==> src/rtl/ps2_pkg.sv <==
// Shared PS/2 definitions: transmitter FSM states, error codes, common command bytes.
package ps2_pkg;

  typedef enum logic [3:0] {
    ST_IDLE,
    ST_INHIBIT,
    ST_REQ,
    ST_DATA,
    ST_PARITY,
    ST_STOP,
    ST_ACKW,
    ST_DONE,
    ST_ERR
  } ps2_tx_state_e;

  localparam logic [1:0] ERR_NONE     = 2'd0;
  localparam logic [1:0] ERR_START_TO = 2'd1;
  localparam logic [1:0] ERR_XFER_TO  = 2'd2;
  localparam logic [1:0] ERR_NACK     = 2'd3;

  localparam logic [7:0] CMD_RESET   = 8'hFF;
  localparam logic [7:0] CMD_SET_LED = 8'hED;
  localparam logic [7:0] CMD_ENABLE  = 8'hF4;
  localparam logic [7:0] RSP_ACK     = 8'hFA;
  localparam logic [7:0] RSP_RESEND  = 8'hFE;

  localparam int unsigned CNT_W = 21;

  function automatic logic odd_parity(input logic [7:0] b);
    return ~^b;
  endfunction

endpackage

==> src/rtl/ps2_line_sync.sv <==
// PS/2 line conditioner: 2-FF synchronizer, FILT_LEN-sample glitch filter and
// one-cycle falling-edge pulse. Used by both the receive and transmit paths.
module ps2_line_sync #(
  parameter int unsigned FILT_LEN = 4
) (
  input  logic clk,
  input  logic rst_ni,
  input  logic line_i,
  output logic level_o,
  output logic fe_o
);

  localparam int unsigned FW = (FILT_LEN > 1) ? $clog2(FILT_LEN) : 1;

  logic          meta_q;
  logic          sync_q;
  logic          level_q;
  logic          fe_q;
  logic [FW-1:0] run_q;

  // run_q counts consecutive samples that disagree with the accepted level;
  // the FILT_LEN-th such sample flips the level.
  always_ff @(posedge clk or negedge rst_ni) begin
    if (!rst_ni) begin
      meta_q  <= 1'b1;
      sync_q  <= 1'b1;
      level_q <= 1'b1;
      fe_q    <= 1'b0;
      run_q   <= '0;
    end else begin
      meta_q <= line_i;
      sync_q <= meta_q;
      fe_q   <= 1'b0;
      if (sync_q == level_q) begin
        run_q <= '0;
      end else if (run_q == FW'(FILT_LEN - 1)) begin
        level_q <= sync_q;
        run_q   <= '0;
        fe_q    <= ~sync_q;
      end else begin
        run_q <= run_q + FW'(1);
      end
    end
  end

  assign level_o = level_q;
  assign fe_o    = fe_q;

endmodule

==> src/rtl/ps2_host_tx.sv <==
// Host-to-device PS/2 command transmitter (open-drain line enables).
// Optional build macro PS2_HOST_TX_RETRY_EN: retry transfer timeouts and NACKs up to twice.
module ps2_host_tx
  import ps2_pkg::*;
#(
  parameter int unsigned INHIBIT_CYC  = 12_000,
  parameter int unsigned START_TO_CYC = 1_500_000,
  parameter int unsigned XFER_TO_CYC  = 200_000,
  parameter int unsigned FILT_LEN     = 4
) (
  input  logic       clk,
  input  logic       rst,
  input  logic       tx_valid,
  input  logic [7:0] tx_data,
  output logic       tx_ready,
  input  logic       ps2_clk_in,
  input  logic       ps2_data_in,
  output logic       ps2_clk_oe,
  output logic       ps2_data_oe,
  output logic       busy,
  output logic       tx_done,
  output logic       tx_err,
  output logic [1:0] err_code
);

  localparam logic [CNT_W-1:0] INH_LAST   = CNT_W'(INHIBIT_CYC - 1);
  localparam logic [CNT_W-1:0] START_LAST = CNT_W'(START_TO_CYC - 1);
  localparam logic [CNT_W-1:0] XFER_LAST  = CNT_W'(XFER_TO_CYC - 1);

  ps2_tx_state_e    state_q;
  logic [CNT_W-1:0] cnt_q;
  logic [CNT_W-1:0] cnt_sat;
  logic [2:0]       bit_idx_q;
  logic [7:0]       shift_q;
  logic [7:0]       byte_q;
  logic             par_q;
  logic             clk_oe_q;
  logic             data_oe_q;
  logic             busy_q;
  logic             done_q;
  logic             err_q;
  logic [1:0]       code_q;
  logic             fail_d;
  logic [1:0]       fail_code_d;
  logic             retry_ok;
  logic             clk_lvl;
  logic             clk_fe;
  logic             data_lvl;
  logic             data_fe_unused;
`ifdef PS2_HOST_TX_RETRY_EN
  logic [1:0]       retry_q;
`endif

  ps2_line_sync #(.FILT_LEN(FILT_LEN)) u_clk_sync (
    .clk     (clk),
    .rst_ni  (rst),
    .line_i  (ps2_clk_in),
    .level_o (clk_lvl),
    .fe_o    (clk_fe)
  );

  ps2_line_sync #(.FILT_LEN(FILT_LEN)) u_data_sync (
    .clk     (clk),
    .rst_ni  (rst),
    .line_i  (ps2_data_in),
    .level_o (data_lvl),
    .fe_o    (data_fe_unused)
  );

  assign cnt_sat = (&cnt_q) ? cnt_q : cnt_q + CNT_W'(1);

  // Timeouts are evaluated ahead of any edge so a coincident fe loses to them.
  always_comb begin
    fail_d      = 1'b0;
    fail_code_d = ERR_NONE;
    unique case (state_q)
      ST_REQ: if (cnt_q == START_LAST) begin
        fail_d      = 1'b1;
        fail_code_d = ERR_START_TO;
      end
      ST_DATA, ST_PARITY, ST_ACKW: if (cnt_q == XFER_LAST) begin
        fail_d      = 1'b1;
        fail_code_d = ERR_XFER_TO;
      end
      ST_STOP: begin
        if (cnt_q == XFER_LAST) begin
          fail_d      = 1'b1;
          fail_code_d = ERR_XFER_TO;
        end else if (clk_fe && data_lvl) begin
          fail_d      = 1'b1;
          fail_code_d = ERR_NACK;
        end
      end
      default: ;
    endcase
  end

`ifdef PS2_HOST_TX_RETRY_EN
  assign retry_ok = (fail_code_d != ERR_START_TO) && (retry_q != 2'd2);
`else
  assign retry_ok = 1'b0;
`endif

  always_ff @(posedge clk or negedge rst) begin
    if (!rst) begin
      state_q   <= ST_IDLE;
      cnt_q     <= '0;
      bit_idx_q <= '0;
      shift_q   <= '0;
      byte_q    <= '0;
      par_q     <= 1'b0;
      clk_oe_q  <= 1'b0;
      data_oe_q <= 1'b0;
      busy_q    <= 1'b0;
      done_q    <= 1'b0;
      err_q     <= 1'b0;
      code_q    <= ERR_NONE;
`ifdef PS2_HOST_TX_RETRY_EN
      retry_q   <= '0;
`endif
    end else begin
      done_q <= 1'b0;
      err_q  <= 1'b0;
      code_q <= ERR_NONE;
      if (fail_d) begin
        cnt_q     <= '0;
        data_oe_q <= 1'b0;
        if (retry_ok) begin
          state_q  <= ST_INHIBIT;
          clk_oe_q <= 1'b1;
          shift_q  <= byte_q;
`ifdef PS2_HOST_TX_RETRY_EN
          retry_q  <= retry_q + 2'd1;
`endif
        end else begin
          state_q  <= ST_ERR;
          clk_oe_q <= 1'b0;
          err_q    <= 1'b1;
          code_q   <= fail_code_d;
        end
      end else begin
        unique case (state_q)
          ST_IDLE: if (tx_valid) begin
            byte_q   <= tx_data;
            shift_q  <= tx_data;
            par_q    <= odd_parity(tx_data);
            cnt_q    <= '0;
            clk_oe_q <= 1'b1;
            busy_q   <= 1'b1;
            state_q  <= ST_INHIBIT;
`ifdef PS2_HOST_TX_RETRY_EN
            retry_q  <= '0;
`endif
          end
          ST_INHIBIT: begin
            if (cnt_q == INH_LAST) begin
              state_q   <= ST_REQ;
              clk_oe_q  <= 1'b0;
              data_oe_q <= 1'b1;
              cnt_q     <= '0;
            end else begin
              cnt_q <= cnt_sat;
            end
          end
          ST_REQ: begin
            if (clk_fe) begin
              state_q   <= ST_DATA;
              bit_idx_q <= '0;
              data_oe_q <= ~shift_q[0];
              cnt_q     <= '0;
            end else begin
              cnt_q <= cnt_sat;
            end
          end
          ST_DATA: begin
            cnt_q <= cnt_sat;
            if (clk_fe) begin
              if (bit_idx_q == 3'd7) begin
                data_oe_q <= ~par_q;
                state_q   <= ST_PARITY;
              end else begin
                bit_idx_q <= bit_idx_q + 3'd1;
                shift_q   <= shift_q >> 1;
                data_oe_q <= ~shift_q[1];
              end
            end
          end
          ST_PARITY: begin
            cnt_q <= cnt_sat;
            if (clk_fe) begin
              data_oe_q <= 1'b0;
              state_q   <= ST_STOP;
            end
          end
          ST_STOP: begin
            cnt_q <= cnt_sat;
            if (clk_fe) state_q <= ST_ACKW;
          end
          ST_ACKW: begin
            cnt_q <= cnt_sat;
            if (clk_lvl && data_lvl) begin
              state_q <= ST_DONE;
              done_q  <= 1'b1;
            end
          end
          ST_DONE, ST_ERR: begin
            state_q <= ST_IDLE;
            busy_q  <= 1'b0;
          end
          default: state_q <= ST_IDLE;
        endcase
      end
    end
  end

  assign tx_ready    = (state_q == ST_IDLE);
  assign ps2_clk_oe  = clk_oe_q;
  assign ps2_data_oe = data_oe_q;
  assign busy        = busy_q;
  assign tx_done     = done_q;
  assign tx_err      = err_q;
  assign err_code    = code_q;

endmodule

==> config.mk <==
export PLATFORM = sky130hd
export DESIGN_NAME = ps2_host_tx
export DESIGN_NICKNAME = d
export VERILOG_FILES = /design/src/rtl/ps2_pkg.sv /design/src/rtl/ps2_line_sync.sv /design/src/rtl/ps2_host_tx.sv
export SDC_FILE = /design/constraint.sdc
export NUM_CORES = 1
export LEC_CHECK = 0
export ABC_CLOCK_PERIOD_IN_PS = 2700
export BUFFER_PORTS_ARGS = -buffer_cell sky130_fd_sc_hd__clkbuf_2
export CORE_MARGIN = 4
export CORE_UTILIZATION = 50
export DETAILED_ROUTE_END_ITERATION = 8
export MAX_ROUTING_LAYER = met4
export PLACE_DENSITY_LB_ADDON = 0.25
export SYNTH_ARGS = -nofsm -noshare
export SYNTH_HDL_FRONTEND = slang
export SYNTH_SLANG_ARGS = --single-unit
export TNS_END_PERCENT = 10
==> constraint.sdc <==
create_clock -name clk -period 2.7 [get_ports clk]
set_clock_uncertainty 0.2 [all_clocks]
set_input_delay 0.405 -clock clk [delete_from_list [all_inputs] [get_ports clk]]
set_output_delay 0.405 -clock clk [all_outputs]
set_load 0.005 [all_outputs]
---- Word level (Yosys, flattened, before mapping) ----
Index checks and enable logic that the tools add are counted.
storage, ports and cells
  bits in registers ....................... 55
  latch bits .............................. 0
  memory bits (writable) .................. 0
  memory bits (read-only) ................. 0
  input bits .............................. 13
  output and inout bits ................... 8
  logic and storage cells ................. 140
  memories kept ........................... 0
operators by class
  $add $sub $neg .......................... 4
  $mul .................................... 0
  divide/modulo/power cells ............... 0
  $lt $le $gt $ge ......................... 0
  equality and inequality tests ........... 28
  shifts and indexed selects .............. 0
  mux-type cells .......................... 57
  bitwise logic cells ..................... 7
  reduce and logical (&&, ||, !) cells .... 24
operators with widths
  kind                                             number
  two-way mux 21 bit                               5
  case mux 21 bit (4 select lines)                 1
  two-way mux 4 bit                                9
  case mux 4 bit (7 select lines)                  1
  two-way mux 8 bit                                3
  adder 21 x 1 -> 21 bit, second input constant    1
  == test 21 x 14 -> 1 bit, second input constant  1
  == test 21 x 18 -> 1 bit, second input constant  1
  == test 21 bit, second input constant            1
  AND reduction 21 bit                             1
  two-way mux 1 bit                                20
  == test 4 x 3 -> 1 bit, second input constant    4
  two-way mux 2 bit                                8
  case mux 8 bit (2 select lines)                  1
  != test 3 x 2 -> 1 bit, second input constant    5
  AND reduction 5 bit                              3
  nonzero test 5 bit                               2
  two-way mux 3 bit                                3
  != test 3 bit, second input constant             3
  AND reduction 3 bit                              3
  == test 4 x 2 -> 1 bit, second input constant    2
  AND reduction 8 bit                              1
  XNOR reduction 8 bit                             1
  NOT 1 bit                                        7
  other kinds (22)                                 33

---- Depth between registers and ports, before layout ----
  depth after elaboration ................. 6
  depth in mapped cells ................... 7
  mapped depth without buffers ............ 7

---- By module ----
From an unflattened synthesis, not the netlist that was laid out.
second synthesis, totals
  cells, all modules ...................... 314
  area total of the unflattened synthesis .. 3335.7 µm²
modules (own cells, without submodules)
  module         instances  cells an instance  area each (µm²)  sequential area each (µm²)
  ps2_host_tx    1          290                2910.3           1101.1
  ps2_line_sync  2          12                 212.7            153.9

---- Worst setup path before layout ----
OpenSTA, ideal clock, no wires.
  path type ............................... reg2reg
  start ................................... register bit_idx_q[0]
  end ..................................... register shift_q[0]
  setup time .............................. 0.125 ns
  arrival ................................. 1.948 ns
  required time ........................... 2.375 ns
  path slack .............................. 0.427 ns
  cell stages (with the launch flop) ...... 7
  buffers on the path ..................... 0
  period minus slack after synthesis ...... 2.273 ns
  cell sequence ........................... dfrtp_1 ha_1 ha_1 and3b_4 a21oi_2 nor3b_4 mux2_4
between the ends
  longest elaborated chain between the ends .. 3
ends and longest elaborated chain
  item                                  line                source
  start: declaration                    ps2_host_tx.sv:33   logic [2:0] bit_idx_q;
  start signal: assignment              ps2_host_tx.sv:182  bit_idx_q <= bit_idx_q + 3'd1;
  == test 3 bit                         ps2_host_tx.sv:178  if (bit_idx_q == 3'd7) begin
  != test 2 bit (no source line)        n/a
  AND reduction 5 bit (no source line)  n/a
  end signal: assignment                ps2_host_tx.sv:131  shift_q <= byte_q;
  end signal: assignment                ps2_host_tx.sv:145  shift_q <= tx_data;
  end signal: assignment                ps2_host_tx.sv:183  shift_q <= shift_q >> 1;
  end: declaration                      ps2_host_tx.sv:34   logic [7:0] shift_q;
No other way between the ends.
A chain may end at the register's enable or synchronous reset.

---- Worst setup path after layout ----
  start ................................... register cnt_q[0]
  end ..................................... register shift_q[0]
between the ends
  longest elaborated chain between the ends .. 5
  elaborated cells between the ends (all ways) .. 8
  classes of those cells .................. 2 x eq/ne; 4 x mux; 1 x bitwise; 1 x reduce/logical
ends and longest elaborated chain
  item                                                        line                                                     source
  start: declaration                                          ps2_host_tx.sv:31                                        logic [CNT_W-1:0] cnt_q;
  start signal: assignment                                    ps2_host_tx.sv:162                                       cnt_q <= cnt_sat;
  start signal: assignment                                    ps2_host_tx.sv:172                                       cnt_q <= cnt_sat;
  start signal: assignment                                    ps2_host_tx.sv:176                                       cnt_q <= cnt_sat;
  == test 21 x 18 -> 1 bit or == test 21 bit (tied branches)  ps2_host_tx.sv:81, ps2_host_tx.sv:86, ps2_host_tx.sv:77
  two-way mux 1 bit, on equally long branches                 ps2_host_tx.sv:86, ps2_host_tx.sv:77, ps2_host_tx.sv:81
  case mux 1 bit (3 select lines) *                           ps2_host_tx.sv:76                                        unique case (state_q)
  NOT 1 bit (no source line) *                                n/a
  AND reduction 5 bit (no source line) *                      n/a
Every way passes the cells marked *; elsewhere a longest branch is shown, timed or not.

==> impl_metrics.env <==
export IMPL_start_util=0.526
export IMPL_grt_pass1_vias=2411
export IMPL_tightest_slew_ns=0.676
export IMPL_fmax_ghz=0.402
export IMPL_wire_per_inst_um=15.9
export IMPL_syn_area_per_cell_um2=10.7
export IMPL_insertion_delay_ns=0.31
export IMPL_hpwl_um=4620
export IMPL_portBuffers=20
export IMPL_htree_levels=2
export IMPL_finalWirelength_um=6390
export IMPL_min_path_type="input pin to async pin"
export IMPL_vias_per_cell=5.94
export IMPL_nets=343
export IMPL_area_growth_pct=11.1
export IMPL_pwr_share_clk=0.318
export IMPL_grt_usage=0.190
export IMPL_ys_seq_elements=55
export IMPL_yosysMostFrequentCell="dfrtp_1"
export IMPL_ir_drop_mv=0.270
export IMPL_dieArea_um2=7670
export IMPL_fp_dieH_um=87.6
export IMPL_die_x_um=87.6
export IMPL_intPower_mw=1.19
export IMPL_power_leakage_nw=1.51
export IMPL_clkSinkCount=55
export IMPL_reg2reg_slack_ns=0.21
export IMPL_finalNonFillerCells=401
export IMPL_p_sw_frac=0.228
export IMPL_fp_coreArea_um2=6030
export IMPL_end_kind="flop"
export IMPL_power_frac_seq=0.595
export IMPL_finalHoldViolCount=0
export IMPL_startpoint_type="flop"
export IMPL_period_needed_ns=2.49
export IMPL_cts_tree="yes"
export IMPL_r2r_cells=7
export IMPL_synth_cell_types=73
export IMPL_synth_warning_count=0
export IMPL_slew_headroom=0.549
export IMPL_r2r_start="cnt_q[0]"
export IMPL_setup_viol=0
export IMPL_synthArstFlopShare=1.00
export IMPL_dp_cells=391
export IMPL_dr_pass1_iters=5
export IMPL_syn_nets=313
export IMPL_path_max_fanout=8
export IMPL_netlist_area_um2=3170
export IMPL_synth_common_cells="dfrtp_1 (49), nand2_1 (20), a21oi_1 (15)"
export IMPL_outcome="completed"
export IMPL_slew_violations=0
export IMPL_synthTopCellsByArea="dfrtp_1 (39%), dfstp_2 (5.0%), mux2_4 (3.8%), mux2_2 (3.2%), xor2_1 (3.0%)"
export IMPL_arrival_ns=2.49
export IMPL_overflow=0
export IMPL_utilization=0.584
export IMPL_antenna_found_initial=0
export IMPL_rsz0062_at_grt="false"
export IMPL_rows=28
export IMPL_r2r_end="shift_q[0]"
export IMPL_cts_setup_buffers=0
export IMPL_gp_congestion=0.845
export IMPL_synth_edff_count=0
export IMPL_period_share=0.921
export IMPL_cts_buffers=5
export IMPL_yosysSeqAreaShare=0.437
export IMPL_endpoint="shift_q[0]"
export IMPL_hold_ws_ns=0.0172
export IMPL_critical_path_class="flop to flop"
export IMPL_vias=2381
export IMPL_p_switching_mw=0.352
export IMPL_cts_clk_slew_worst_paths_ns=0.09
export IMPL_critical_path_required_ns=2.70
export IMPL_fin_setup_tns_ns=0
export IMPL_drc=0
export IMPL_drt_iter0_drc=121
export IMPL_ant_nets=0
export IMPL_syn_inst=295
export IMPL_num_io_pins=21
export IMPL_startpoint="cnt_q[0]"
export IMPL_grt_pass1_wl_um=11300
export IMPL_synth_main_ff_cell="dfrtp_1"
export IMPL_grt_max_degree=56
export IMPL_combPwrFrac=0.087
export IMPL_clockRootBuffer="clkbuf_8"
export IMPL_final_layout_size_suffix_gt1_frac=0.285
export IMPL_diodes=0
export IMPL_clock_path_buffers=2
export IMPL_yosysTopAreaCell="dfrtp_1"
export IMPL_maxCapViolCount=0
export IMPL_synthDominantCellAreaShare=0.387
export IMPL_powerDensity_nw_per_um2=438
-- cell usage in the layout (no fill, tap or decap), types with 8 or more instances in the layout --
master	instances
or3_1	8
xnor2_1	8
a21oi_1	15
xor2_1	11
nand3_1	9
nor3_1	8
nand2_1	20
nor2_1	8
clkbuf_2	20
mux2_2	9
buf_4	16
o21ai_0	9
mux2_4	8
dfrtp_1	49
-- state kept, by name, summed over array words and instances (netlist names), 2 cells and up --
register,count
err_code,2
bit_idx_q,3
state_q,4
u_clk_sync.run_q,2
cnt_q,21
u_data_sync.run_q,2
shift_q,8
-- worst max-delay path: stages, from the launching register on --
cell     delay [ns]
dfrtp_1        0.41
ha_1           0.22
nand3_2        0.14
nor4_2         0.36
nand3_1        0.32
nor3b_4        0.25
buf_4          0.19
mux2_4         0.31
-- logic make-up after synthesis --
logic type	count (synthesis)	synth area share
AND/OR/NAND/NOR	103	0.211
AO/OA/AOI/OAI	70	0.164
flip-flops	55	0.437
buffers and inverters	23	0.0367
multiplexers	20	0.0794
XOR/XNOR	19	0.0525
adder cells (fa/ha/maj)	5	0.0197
-- power groups by stage --
stage               Combinational [mW]  Clock [mW]  Sequential [mW]
detailed placement               0.136           0            0.931
global placement                 0.129           0            0.929
global route                     0.155       0.539            0.923
CTS                              0.138       0.511            0.917
floorplan                       0.0910           0            0.923
finish                           0.134       0.490            0.916
-- routing by layer --
layer	routed length [um]	global-route usage
met5	0	-
met3	283	0.0282
met1	2990	0.253
met4	108	0.0530
met2	3000	0.303
-- timing repair --
| action | CTS | global route |
|---|---|---|
| hold endpoints to repair | 2 | 0 |
| hold buffers | 2 | 0 |
| gates resized for setup | 0 | 0 |
-- how the worst min path moves through the flow --
stage | cells past startpoint | endpoint | startpoint
3_5_place_dp | 0 | u_data_sync.sync_q | u_data_sync.meta_q
2_1_floorplan | 0 | bit_idx_q[0] | rst
6_report | 2 | shift_q[6] | rst
4_1_cts | 2 | shift_q[6] | rst
3_3_place_gp | 0 | u_clk_sync.sync_q | u_clk_sync.meta_q
5_1_grt | 2 | shift_q[5] | rst
-- layout make-up --
cell class,instances,area [um2]
Fill cell,517,2510
Timing Repair Buffer,38,240
Inverter,8,32.5
Sequential cell,55,1380
Tap cell,75,93.8
Clock buffer,8,100
Multi-Input combinational cell,217,1670
-- per-stage QoR --
step	power (mW)	cell area, um2	setup WS, ns
6_report	1.54	3520	0.212
3_5_place_dp	1.07	3400	0.199
2_1_floorplan	1.01	3170	0.427
5_1_grt	1.62	3520	0.0377
4_1_cts	1.57	3520	0.181
3_3_place_gp	1.06	3400	0.291
Note: power is estimated with default switching activity, not from simulation.
